$ cat src/rtl/ifu_fetch.sv
//-----------------------------------------------------------------------------
// ifu_fetch
//
// Instruction-fetch stage of the pipelined MIPS core. Owns the fetch PC,
// drives the word-aligned byte address of a combinational, same-cycle
// instruction-memory read port, and captures the returned word together with
// its PC into the IF/ID pipeline register.
//
// Redirects (branch / jump / jump-register) are resolved in D and applied on
// the next edge. There is one architectural delay slot: the word fetched in
// the redirect cycle still enters IF/ID, and nothing is ever flushed.
//
// A fetch from a PC that is misaligned or outside the instruction memory
// window is not trapped here. The word is replaced by NOP_WORD and tagged with
// fetch_err_d, so a later stage can decide what to do with it.
//
// Parameters
//   PC_RESET  PC after reset; base byte address of instruction memory
//   IM_WORDS  instruction memory depth in 32-bit words
//   NOP_WORD  word injected into IF/ID for an illegal fetch
//
// Ports
//   clk          in   1   clock; all state updates on the rising edge
//   reset        in   1   synchronous active-high reset, overrides stall
//   stall        in   1   hold PC, IF/ID and fetch counter
//   br_taken     in   1   conditional branch in D is taken
//   br_target    in   32  branch target
//   j_en         in   1   j/jal in D
//   j_target     in   32  jump target
//   jr_en        in   1   jr/jalr in D
//   jr_target    in   32  register jump target (already forwarded)
//   im_addr      out  32  byte address to instruction memory (= fetch PC)
//   im_data      in   32  instruction word returned in the same cycle
//   instr_d      out  32  IF/ID instruction
//   pc_d         out  32  IF/ID PC
//   pc8_d        out  32  IF/ID PC+8 (link value for jal/jalr)
//   valid_d      out  1   IF/ID holds a real fetch
//   fetch_err_d  out  1   IF/ID word came from an illegal PC
//   fetch_cnt    out  32  number of IF/ID advances since reset (wraps)
//-----------------------------------------------------------------------------
module ifu_fetch #(
   parameter logic [31:0] PC_RESET = 32'h0000_3000,
   parameter int unsigned IM_WORDS = 1024,
   parameter logic [31:0] NOP_WORD = 32'h0000_0000
) (
   input  logic        clk,
   input  logic        reset,
   input  logic        stall,
   input  logic        br_taken,
   input  logic [31:0] br_target,
   input  logic        j_en,
   input  logic [31:0] j_target,
   input  logic        jr_en,
   input  logic [31:0] jr_target,
   output logic [31:0] im_addr,
   input  logic [31:0] im_data,
   output logic [31:0] instr_d,
   output logic [31:0] pc_d,
   output logic [31:0] pc8_d,
   output logic        valid_d,
   output logic        fetch_err_d,
   output logic [31:0] fetch_cnt
);

   // Size of the instruction memory window in bytes.
   localparam logic [31:0] IM_BYTES = 32'(4 * IM_WORDS);

   //--------------------------------------------------------------------------
   // State
   //--------------------------------------------------------------------------
   logic [31:0] pc_f_q,    pc_f_d;      // fetch PC
   logic [31:0] id_instr_q, id_instr_d; // IF/ID instruction
   logic [31:0] id_pc_q,   id_pc_d;     // IF/ID PC
   logic [31:0] id_pc8_q,  id_pc8_d;    // IF/ID PC+8
   logic        id_valid_q, id_valid_d; // IF/ID holds a real fetch
   logic        id_err_q,  id_err_d;    // IF/ID word was NOP-substituted
   logic [31:0] cnt_q,     cnt_d;       // IF/ID advance counter

   //--------------------------------------------------------------------------
   // Fetch legality
   //--------------------------------------------------------------------------
   // The offset is an unsigned 32-bit subtract on purpose: a PC below the base
   // wraps to a huge offset, so a single compare rejects both "below base" and
   // "above top" without a second comparator.
   logic [31:0] pc_off;
   logic        legal_f;

   assign pc_off  = pc_f_q - PC_RESET;
   assign legal_f = (pc_f_q[1:0] == 2'b00) && (pc_off < IM_BYTES);

   // The memory port is driven straight from the PC register, so no stall or
   // redirect input has a combinational path to im_addr.
   assign im_addr = pc_f_q;

   //--------------------------------------------------------------------------
   // Next PC
   //--------------------------------------------------------------------------
   // jr beats j beats branch. Several enables at once are not an error; the
   // highest-priority one simply wins. Targets are loaded unchanged, even when
   // misaligned or out of range; the legality check above catches that fetch.
   logic [31:0] npc;

   always_comb begin
      if (jr_en) begin
         npc = jr_target;
      end else if (j_en) begin
         npc = j_target;
      end else if (br_taken) begin
         npc = br_target;
      end else begin
         npc = pc_f_q + 32'd4;
      end
   end

   //--------------------------------------------------------------------------
   // Next-state logic
   //--------------------------------------------------------------------------
   always_comb begin
      // NOTE: every next-state signal gets a hold value first, so no path
      // through this block leaves a variable unassigned and no latch is inferred.
      pc_f_d     = pc_f_q;
      id_instr_d = id_instr_q;
      id_pc_d    = id_pc_q;
      id_pc8_d   = id_pc8_q;
      id_valid_d = id_valid_q;
      id_err_d   = id_err_q;
      cnt_d      = cnt_q;

      // While stalled the D instruction is held too, so its redirect request
      // is re-presented when the stall drops; ignoring it here loses nothing.
      if (!stall) begin
         pc_f_d     = npc;
         id_instr_d = legal_f ? im_data : NOP_WORD;
         id_err_d   = ~legal_f;
         id_pc_d    = pc_f_q;
         id_pc8_d   = pc_f_q + 32'd8;
         id_valid_d = 1'b1;
         cnt_d      = cnt_q + 32'd1;
      end
   end

   //--------------------------------------------------------------------------
   // Registers
   //--------------------------------------------------------------------------
   // NOTE: non-blocking assignments here so every register samples the values
   // from before this edge, regardless of statement order.
   always_ff @(posedge clk) begin
      if (reset) begin
         pc_f_q     <= PC_RESET;
         id_instr_q <= NOP_WORD;
         id_pc_q    <= PC_RESET;
         id_pc8_q   <= PC_RESET + 32'd8;
         id_valid_q <= 1'b0;
         id_err_q   <= 1'b0;
         cnt_q      <= 32'd0;
      end else begin
         pc_f_q     <= pc_f_d;
         id_instr_q <= id_instr_d;
         id_pc_q    <= id_pc_d;
         id_pc8_q   <= id_pc8_d;
         id_valid_q <= id_valid_d;
         id_err_q   <= id_err_d;
         cnt_q      <= cnt_d;
      end
   end

   //--------------------------------------------------------------------------
   // Outputs
   //--------------------------------------------------------------------------
   assign instr_d     = id_instr_q;
   assign pc_d        = id_pc_q;
   assign pc8_d       = id_pc8_q;
   assign valid_d     = id_valid_q;
   assign fetch_err_d = id_err_q;
   assign fetch_cnt   = cnt_q;

endmodule

$ cat config.mk
export PLATFORM = sky130hd
export DESIGN_NAME = ifu_fetch
export DESIGN_NICKNAME = d
export VERILOG_FILES = /design/src/rtl/ifu_fetch.sv
export SDC_FILE = /design/constraint.sdc
export NUM_CORES = 1
export LEC_CHECK = 0
export ABC_CLOCK_PERIOD_IN_PS = 2200
export BUFFER_PORTS_ARGS = -buffer_cell sky130_fd_sc_hd__buf_2
export CORE_MARGIN = 5
export CORE_UTILIZATION = 45
export CTS_CLUSTER_DIAMETER = 50
export DETAILED_ROUTE_END_ITERATION = 8
export GPL_TIMING_DRIVEN = 0
export PLACE_DENSITY = 0.73
export SLEW_MARGIN = 20
export SYNTH_ARGS = -nofsm -noshare
export SYNTH_HDL_FRONTEND = slang
export SYNTH_SLANG_ARGS = --single-unit
export TNS_END_PERCENT = 5
$ cat constraint.sdc
create_clock -name clk -period 2.2 [get_ports clk]
set_clock_uncertainty 0.2 [all_clocks]
set_input_delay 0.11 -clock clk [delete_from_list [all_inputs] [get_ports clk]]
set_output_delay 0.11 -clock clk [all_outputs]
set_load 0.05 [all_outputs]
==> impl_results.md, run 1 <==
* Status: complete, but fails checks
* Failing checks: negative setup slack
* Endpoints failing setup at 5
* Synth warnings at 0
* 1st-pass router iterations at 5
* Worst Tran Pin Value at between 0.8 and 0.9 ns
* ANT nets after route at 0
* CP Launch Type: primary input
* Syn_nets at around 1100
* Worst EP required at between 2 and 2.5 ns
* GPL Wtd Cong at roughly 0.95
* Vias in the first global route at between 9000 and 10000
* Most frequent cell after synthesis: dfxtp_1
* Die width at around 140 um
* Clock tree buffer depth at 2
* Core Region at 16700 um2
* Max-slew violation count at 0
* Worst Hold Class: primary input to flip-flop
* GRT Resource Usage Total at 0.327
* Post-synth ARST share at 0
* DP Worst Slack at -0.474 ns
* Setup ws final at -0.0831 ns
* CTS tree: yes
* Fin crit period at about 2.3 ns
* Flops & latches, synth at approximately 160
* CTS root buf: clkbuf_16
* First-pass GRT wire length at about 50 mm
* R2R setup slack at -0.01 ns
* Peak supply drop at approximately 0.00056 V
* Starting density of the core at 0.461
* PD cells at 656 nW/um2
* Number of library cell types mapped by synthesis at 60
* Die Ht at around 140 um
* Initial DRC Count at 1051
* Die footprint at ~20000 um2
* Max cap viols at 0
* Worst Hold Depth at 5
* Yosys top cell area share at 0.414
* Arr. time, crit path at approximately 2.4 ns
* Post-Synthesis Cells at between 900 and 1000
* Slew margin rel. at 0.458
* Cell depth of the worst flop-to-flop path at 6
* I/O pin count at 296
* Final hold vios at 0
* # DRC at 0
* Synth top cells by count: dfxtp_1, nor2_1, nand2_1
* Top FF cell, synth: dfxtp_1
* Netlist Area Pre-Place at ~7700 um2
* Final core occ at 0.686
* Hold endpoint: im_addr[22]$_SDFFE_PP0N_
* Crit Path Category: primary input to flip-flop
* Leakage at between 5 and 6 nW
* Global route overflow at 0
* CP most frequent cell: clkbuf_1
* Reg2reg end: im_addr[25]$_SDFFE_PP0N_
* Worst path top cell family by delay: buffers and inverters
* Sequential area share after synthesis at 0.414
* Antenna violations before repair at 1
* Worst skew pair latency at 0.43 ns
* F_max at 0.438 GHz
* Detailed Route WL at ~34 mm
* Clock Pin Slew Worst Setup and Hold Paths at 0.07 ns
* DR vias/cell at 5.90
* Placement row count at 47
* Fin nets at 1472
* Port Buffers at between 200 and 300
* CP Capture Type: flip-flop
* Syn avg cell area at between 8 and 9 um2
* Sink Count at about 160
* Worst path max stage delay at around 0.63 ns
* EDFF count, synth at 0
* Share of layout cells above drive strength 1 at 0.323
* DP Wirelength at 24.0 mm
* Top post-synthesis cells by area: dfxtp_1, nor2_1, mux2i_1, a22o_1, a21oi_1
* Crit share post-route at 1.04
* Largest net degree at the start of global routing at 17
* Worst r2r src: im_addr[4]$_SDFFE_PP0N_
* Wirelength per Cell at 21.5 um
* H-tree depth at 4
* Num CTS Buffers at 17
* CP max stage cell: dlygate4sd3_1
* Hold path startpoint: j_target[22]
* Syn-to-layout area delta at 48.9%
* Crit-path max FO at 10
* RSZ-0062 raised after global routing: yes
* Buf/Inv on CP at 4
* Crit-path cells: buf_2 -> nor2b_1 -> clkbuf_1 -> clkbuf_1 -> a221oi_1 -> dlygate4sd3_1 -> nor3_1 -> a21oi_1 -> o32ai_1
* Vias post-DR at approximately 9200
* Synth area leader: dfxtp_1
==> cells by family after synthesis <==
group           count (synthesis)  share of synthesized area
flops                         159                      0.414
compound gates                223                      0.198
buf+inv                       108                     0.0567
simple gates                  332                      0.216
mux                            36                     0.0475
xor+xnor                       55                     0.0626
fa+ha+maj                       3                    0.00488
==> per-stage QoR <==
stage                     cell area, um2  instances  hold WS [ns]  power, mW  TNS, ns
after global placement              9580       1430         0.118       4.41   -24.92
after CTS                          11400       1563       0.00528       7.45  -0.0354
after floorplan                     7830        916        0.0357       3.95    -4.20
after detailed placement            9580       1430         0.125       4.43   -27.19
after global routing               11500       1568       0.00417       7.75    -1.13
final                              11500       1568       0.00776       7.52   -0.179
==> what timing repair did <==
| action | in CTS | in global routing |
|---|---|---|
| hold buffers | 111 | 0 |
| endpoints found under the hold margin | 62 | 0 |
| endpoints found under the setup margin | 64 | 81 |
| gates resized for setup | 27 | 34 |
| buffers inserted | 5 | 5 |
| pin swaps | 3 | 12 |
==> placed cells by master (no fill, tap or decap), drive strengths merged, types with 5 or more instances in the layout <==
| master | instances |
|---|---|
| a22oi | 5 |
| nand2 | 64 |
| nand3 | 20 |
| nor2 | 109 |
| xnor2 | 31 |
| and2 | 5 |
| inv | 29 |
| a221oi | 17 |
| and4 | 11 |
| a31oi | 11 |
| dlygate4sd3 | 111 |
| nor2b | 11 |
| a21oi | 57 |
| clkinv | 6 |
| or3 | 12 |
| nor4 | 20 |
| nor3 | 27 |
| nand2b | 6 |
| o22ai | 8 |
| a211oi | 20 |
| a22o | 34 |
| xor2 | 24 |
| o21ai | 34 |
| mux2i | 32 |
| nand4 | 22 |
| buf | 331 |
| clkbuf | 61 |
| dfxtp | 159 |
| and3 | 10 |
| o211ai | 5 |
==> power breakdown <==
part | switching (mW) | internal (mW)
logic | 0.944 | 0.516
clock network | 1.31 | 1.63
registers | 0.150 | 2.97
total | 2.40 | 5.12
==> layout make-up <==
class | count | area [um2]
clock inverter | 11 | 93.8
fill | 1387 | 5240
tap | 220 | 275
clock buffer | 20 | 489
buffer | 68 | 347
multi-input combinational | 649 | 4190
antenna | 1 | 2.50
timing repair buffer | 415 | 2660
inverter | 25 | 93.8
sequential | 159 | 3300
==> state kept, by name (all words and copies together), names as in the netlist <==
| name | flops |
|---|---|
| valid_d | 1 |
| fetch_cnt | 32 |
| im_addr | 32 |
| pc_d | 32 |
| instr_d | 32 |
| pc8_d | 29 |
| fetch_err_d | 1 |
==> worst max path at each step <==
stage                                   from                       end  slack [ns]  depth (start not counted)
floorplan           im_addr[21]$_SDFFE_PP0N_  instr_d[10]$_SDFFE_PP0N_       -0.13                          7
global placement                       stall   im_addr[9]$_SDFFE_PP0N_       -0.45                          6
detailed placement                     stall   im_addr[9]$_SDFFE_PP0N_       -0.47                          6
CTS                 im_addr[17]$_SDFFE_PP0N_    pc8_d[27]$_SDFFE_PP0N_       -0.03                          5
global route        im_addr[26]$_SDFFE_PP0N_  im_addr[31]$_SDFFE_PP0N_        -0.1                          6
finish                                  j_en  im_addr[23]$_SDFFE_PP0N_       -0.08                          9
==> worst min-delay path: stages <==
cell	delay, ns
buf_2	0.10
o22ai_1	0.11
nor3_1	0.09
a21oi_1	0.12
a211oi_1	0.06
==> per-layer routing <==
metal / GRT usage / vias up / part of all wire
met5: 0 / - / 0
met1: 0.400 / 4314 / 0.36
li1: - / 4163 / -
met3: 0.0880 / 113 / 0.12
met4: 0.144 / 0 / 0.044
met2: 0.543 / 656 / 0.48
Power figures use the tool's default switching activity.
==> inputs of run 2 (changes only) <==
--- a/config.mk
+++ b/config.mk
@@ -5,14 +5,14 @@
 export SDC_FILE = /design/constraint.sdc
 export NUM_CORES = 1
 export LEC_CHECK = 0
-export ABC_CLOCK_PERIOD_IN_PS = 2200
+export ABC_CLOCK_PERIOD_IN_PS = 2600
 export BUFFER_PORTS_ARGS = -buffer_cell sky130_fd_sc_hd__buf_2
 export CORE_MARGIN = 5
 export CORE_UTILIZATION = 45
 export CTS_CLUSTER_DIAMETER = 50
 export DETAILED_ROUTE_END_ITERATION = 8
 export GPL_TIMING_DRIVEN = 0
-export PLACE_DENSITY = 0.73
+export PLACE_DENSITY = 0.7
 export SLEW_MARGIN = 20
 export SYNTH_ARGS = -nofsm -noshare
 export SYNTH_HDL_FRONTEND = slang
==> constraint.sdc (replaced) <==
create_clock -name clk -period 2.6 [get_ports clk]
set_clock_uncertainty 0.2 [all_clocks]
set_input_delay 0.13 -clock clk [delete_from_list [all_inputs] [get_ports clk]]
set_output_delay 0.13 -clock clk [all_outputs]
set_load 0.05 [all_outputs]
==> impl_results.md, run 2 (synthesized netlist as in run 1, its figures left out) <==
* Status: complete, but fails checks
* Failing checks: negative setup slack
* Buf/Inv on CP at 1
* DP Wirelength at about 24 mm
* Final cell count without fillers at 1569
* Initial DRC Count at a little under 900
* F_max at a little under 0.4 GHz
* Final hold vios at 0
* Sink Count at ~160
* Placement row count at 47
* Starting density of the core at 0.461
* Share of layout cells above drive strength 1 at 0.281
* Met2 Wirelength at 15.5 mm
* Wirelength per Cell at about 21 um
* Worst Hold Depth at 5
* Highest routed layer: met4
* Slew margin rel. at 0.445
* I/O pin count at around 300
* CTS root buf: clkbuf_16
* First-pass GRT wire length at 49.8 mm
* Fin nets at about 1500
* Clock Pin Slew Worst Setup and Hold Paths at ~0.07 ns
* CP Launch Type: flip-flop
* Fin crit period at ~2.6 ns
* Final Instance Area at 11200 um2
* Worst EP required at between 2 and 3 ns
* RSZ-0062 raised after global routing: yes
* Vias in the first global route at 8982
* H-tree depth at 4
* PD cells at between 500 and 600 nW/um2
* Num CTS Buffers at 17
* Crit share post-route at 1.00
* Peak supply drop at about 0.0005 V
* Antenna violations before repair at 1
* ANT nets after route at 0
* Die footprint at between 15000 and 20000 um2
* Met3 wire length at 3.70 mm
* Leakage at between 4 and 5 nW
* Largest net degree at the start of global routing at 17
* GPL Wtd Cong at approximately 0.95
* CP Capture Type: flip-flop
* Most common cell after layout, fill and taps aside: buf_2
* 1st-pass router iterations at 5
* Core Region at between 15000 and 20000 um2
* Fill cells at ~1400
* Syn-to-layout area delta at 45.2%
* Post-Route M1 WL at 12.2 mm
* Endpoints failing setup at 1
* Clock tree buffer depth at 2
* Crit Path Category: flip-flop to flip-flop
* Crit-path cells: clkbuf_1 -> nand4_1 -> or2_2 -> nand3b_1 -> or3_1 -> a31oi_1
* DR vias/cell at slightly below 6
* CP max stage cell: clkbuf_1
* Worst path top cell family by delay: simple AND/OR/NAND/NOR gates
* Worst Tran Pin Value at around 0.83 ns
* # DRC at 0
* CTS tree: yes
* Cell depth of the worst flop-to-flop path at 6
* Max-slew violation count at 0
* Die Ht at 141 um
* Die width at around 140 um
* GRT Resource Usage Total at 0.320
* Crit-path max FO at 10
* Critical Path Stages at 6
* Setup ws final at -0.00342 ns
* Worst path max stage delay at 0.49 ns
* Most frequent cells in the layout: buf_2, dfxtp_1, nor2_1, dlygate4sd3_1, nand2_1
* Worst Hold Class: primary input to flip-flop
* Placed instance count at around 1400
* Worst skew pair latency at about 0.43 ns
* Detailed Route WL at 32.8 mm
* Port Buffers at around 290
* Max cap viols at 0
* Arr. time, crit path at roughly 2.8 ns
* Vias post-DR at 9176
* Placed inst area at around 9400 um2
* Global route overflow at 0
==> run 2: cell types whose count changed in the layout (fill, tap and decap cells not counted), moves of 3 or more <==
cell,previous run,this run
dlygate4sd3_1,111,104
dfxtp_4,26,0
clkbuf_1,31,48
dfxtp_2,19,4
buf_4,15,8
buf_6,4,0
clkbuf_2,8,5
clkinv_4,3,0
buf_2,299,304
clkinvlp_4,1,4
dfxtp_1,114,155
==> run 2: final cells by class <==
cell class / count / area [um2] / share of cell area
Sequential cell: 159 / 3190 / 0.285
Timing Repair Buffer: 400 / 2530 / 0.226
Clock inverter: 14 / 130 / 0.0116
Buffer: 83 / 364 / 0.0326
Antenna cell: 1 / 2.50 / 0.000224
Multi-Input combinational cell: 649 / 4150 / 0.372
Clock buffer: 18 / 439 / 0.0393
Tap cell: 220 / 275 / 0.0246
Inverter: 25 / 93.8 / 0.00840
==> run 2: routing by layer <==
metal | vias up | global-route usage
met5 | - | 0
met4 | 0 | 0.146
met3 | 101 | 0.0759
met2 | 613 | 0.534
met1 | 4300 | 0.393
li1 | 4162 | -
==> run 2: where the power goes <==
part           leakage (nW)  switching [mW]  internal (mW)  total (mW)
clock                 0.272            1.09           1.36        2.45
combinational          3.33           0.842          0.432        1.27
sequential             1.30          0.0718           2.53        2.60
==> run 2: what timing repair did <==
action,4_1_cts,5_1_grt
pin swaps,0,3
resized for setup,4,29
buffers inserted,0,2
endpoints found under the hold margin,63,0
setup endpoints to repair,16,55
hold buffers,104,0
==> run 2: worst reg2reg max path: cells and delay by family (launching register included) <==
family	cells	cell delay, ns
AOI/OAI and AO/OA	1	0.17
DFF	1	0.33
buffers and inverters	1	0.49
and+or+nand+nor	4	1.33
==> run 2: through the flow <==
step | setup TNS [ns] | setup slack, ns | hold WS (ns) | util | power (mW)
after CTS | -0.0603 | -0.0351 | 0.0000992 | 0.663 | 6.30
after detailed placement | -2.45 | -0.406 | 0.147 | 0.566 | 3.75
final | -0.00342 | -0.00342 | 0.0126 | 0.669 | 6.32
after floorplan | 0 | 0.0161 | 0.0557 | - | 3.35
after global routing | -0.249 | -0.0999 | 0.0337 | 0.669 | 6.52
after global placement | -2.08 | -0.370 | 0.138 | 0.566 | 3.75
==> run 2: final timing paths <==
check                                         startpoint                       to  slack [ns]
worst max-delay path            im_addr[16]$_SDFFE_PP0N_   pc8_d[27]$_SDFFE_PP0N_      -0.003
worst min-delay path                        br_target[5]  im_addr[5]$_SDFFE_PP0N_        0.01
worst max register to register  im_addr[16]$_SDFFE_PP0N_   pc8_d[27]$_SDFFE_PP0N_      -0.003
worst min register to register      valid_d$_SDFFE_PP0N_     valid_d$_SDFFE_PP0N_        0.25
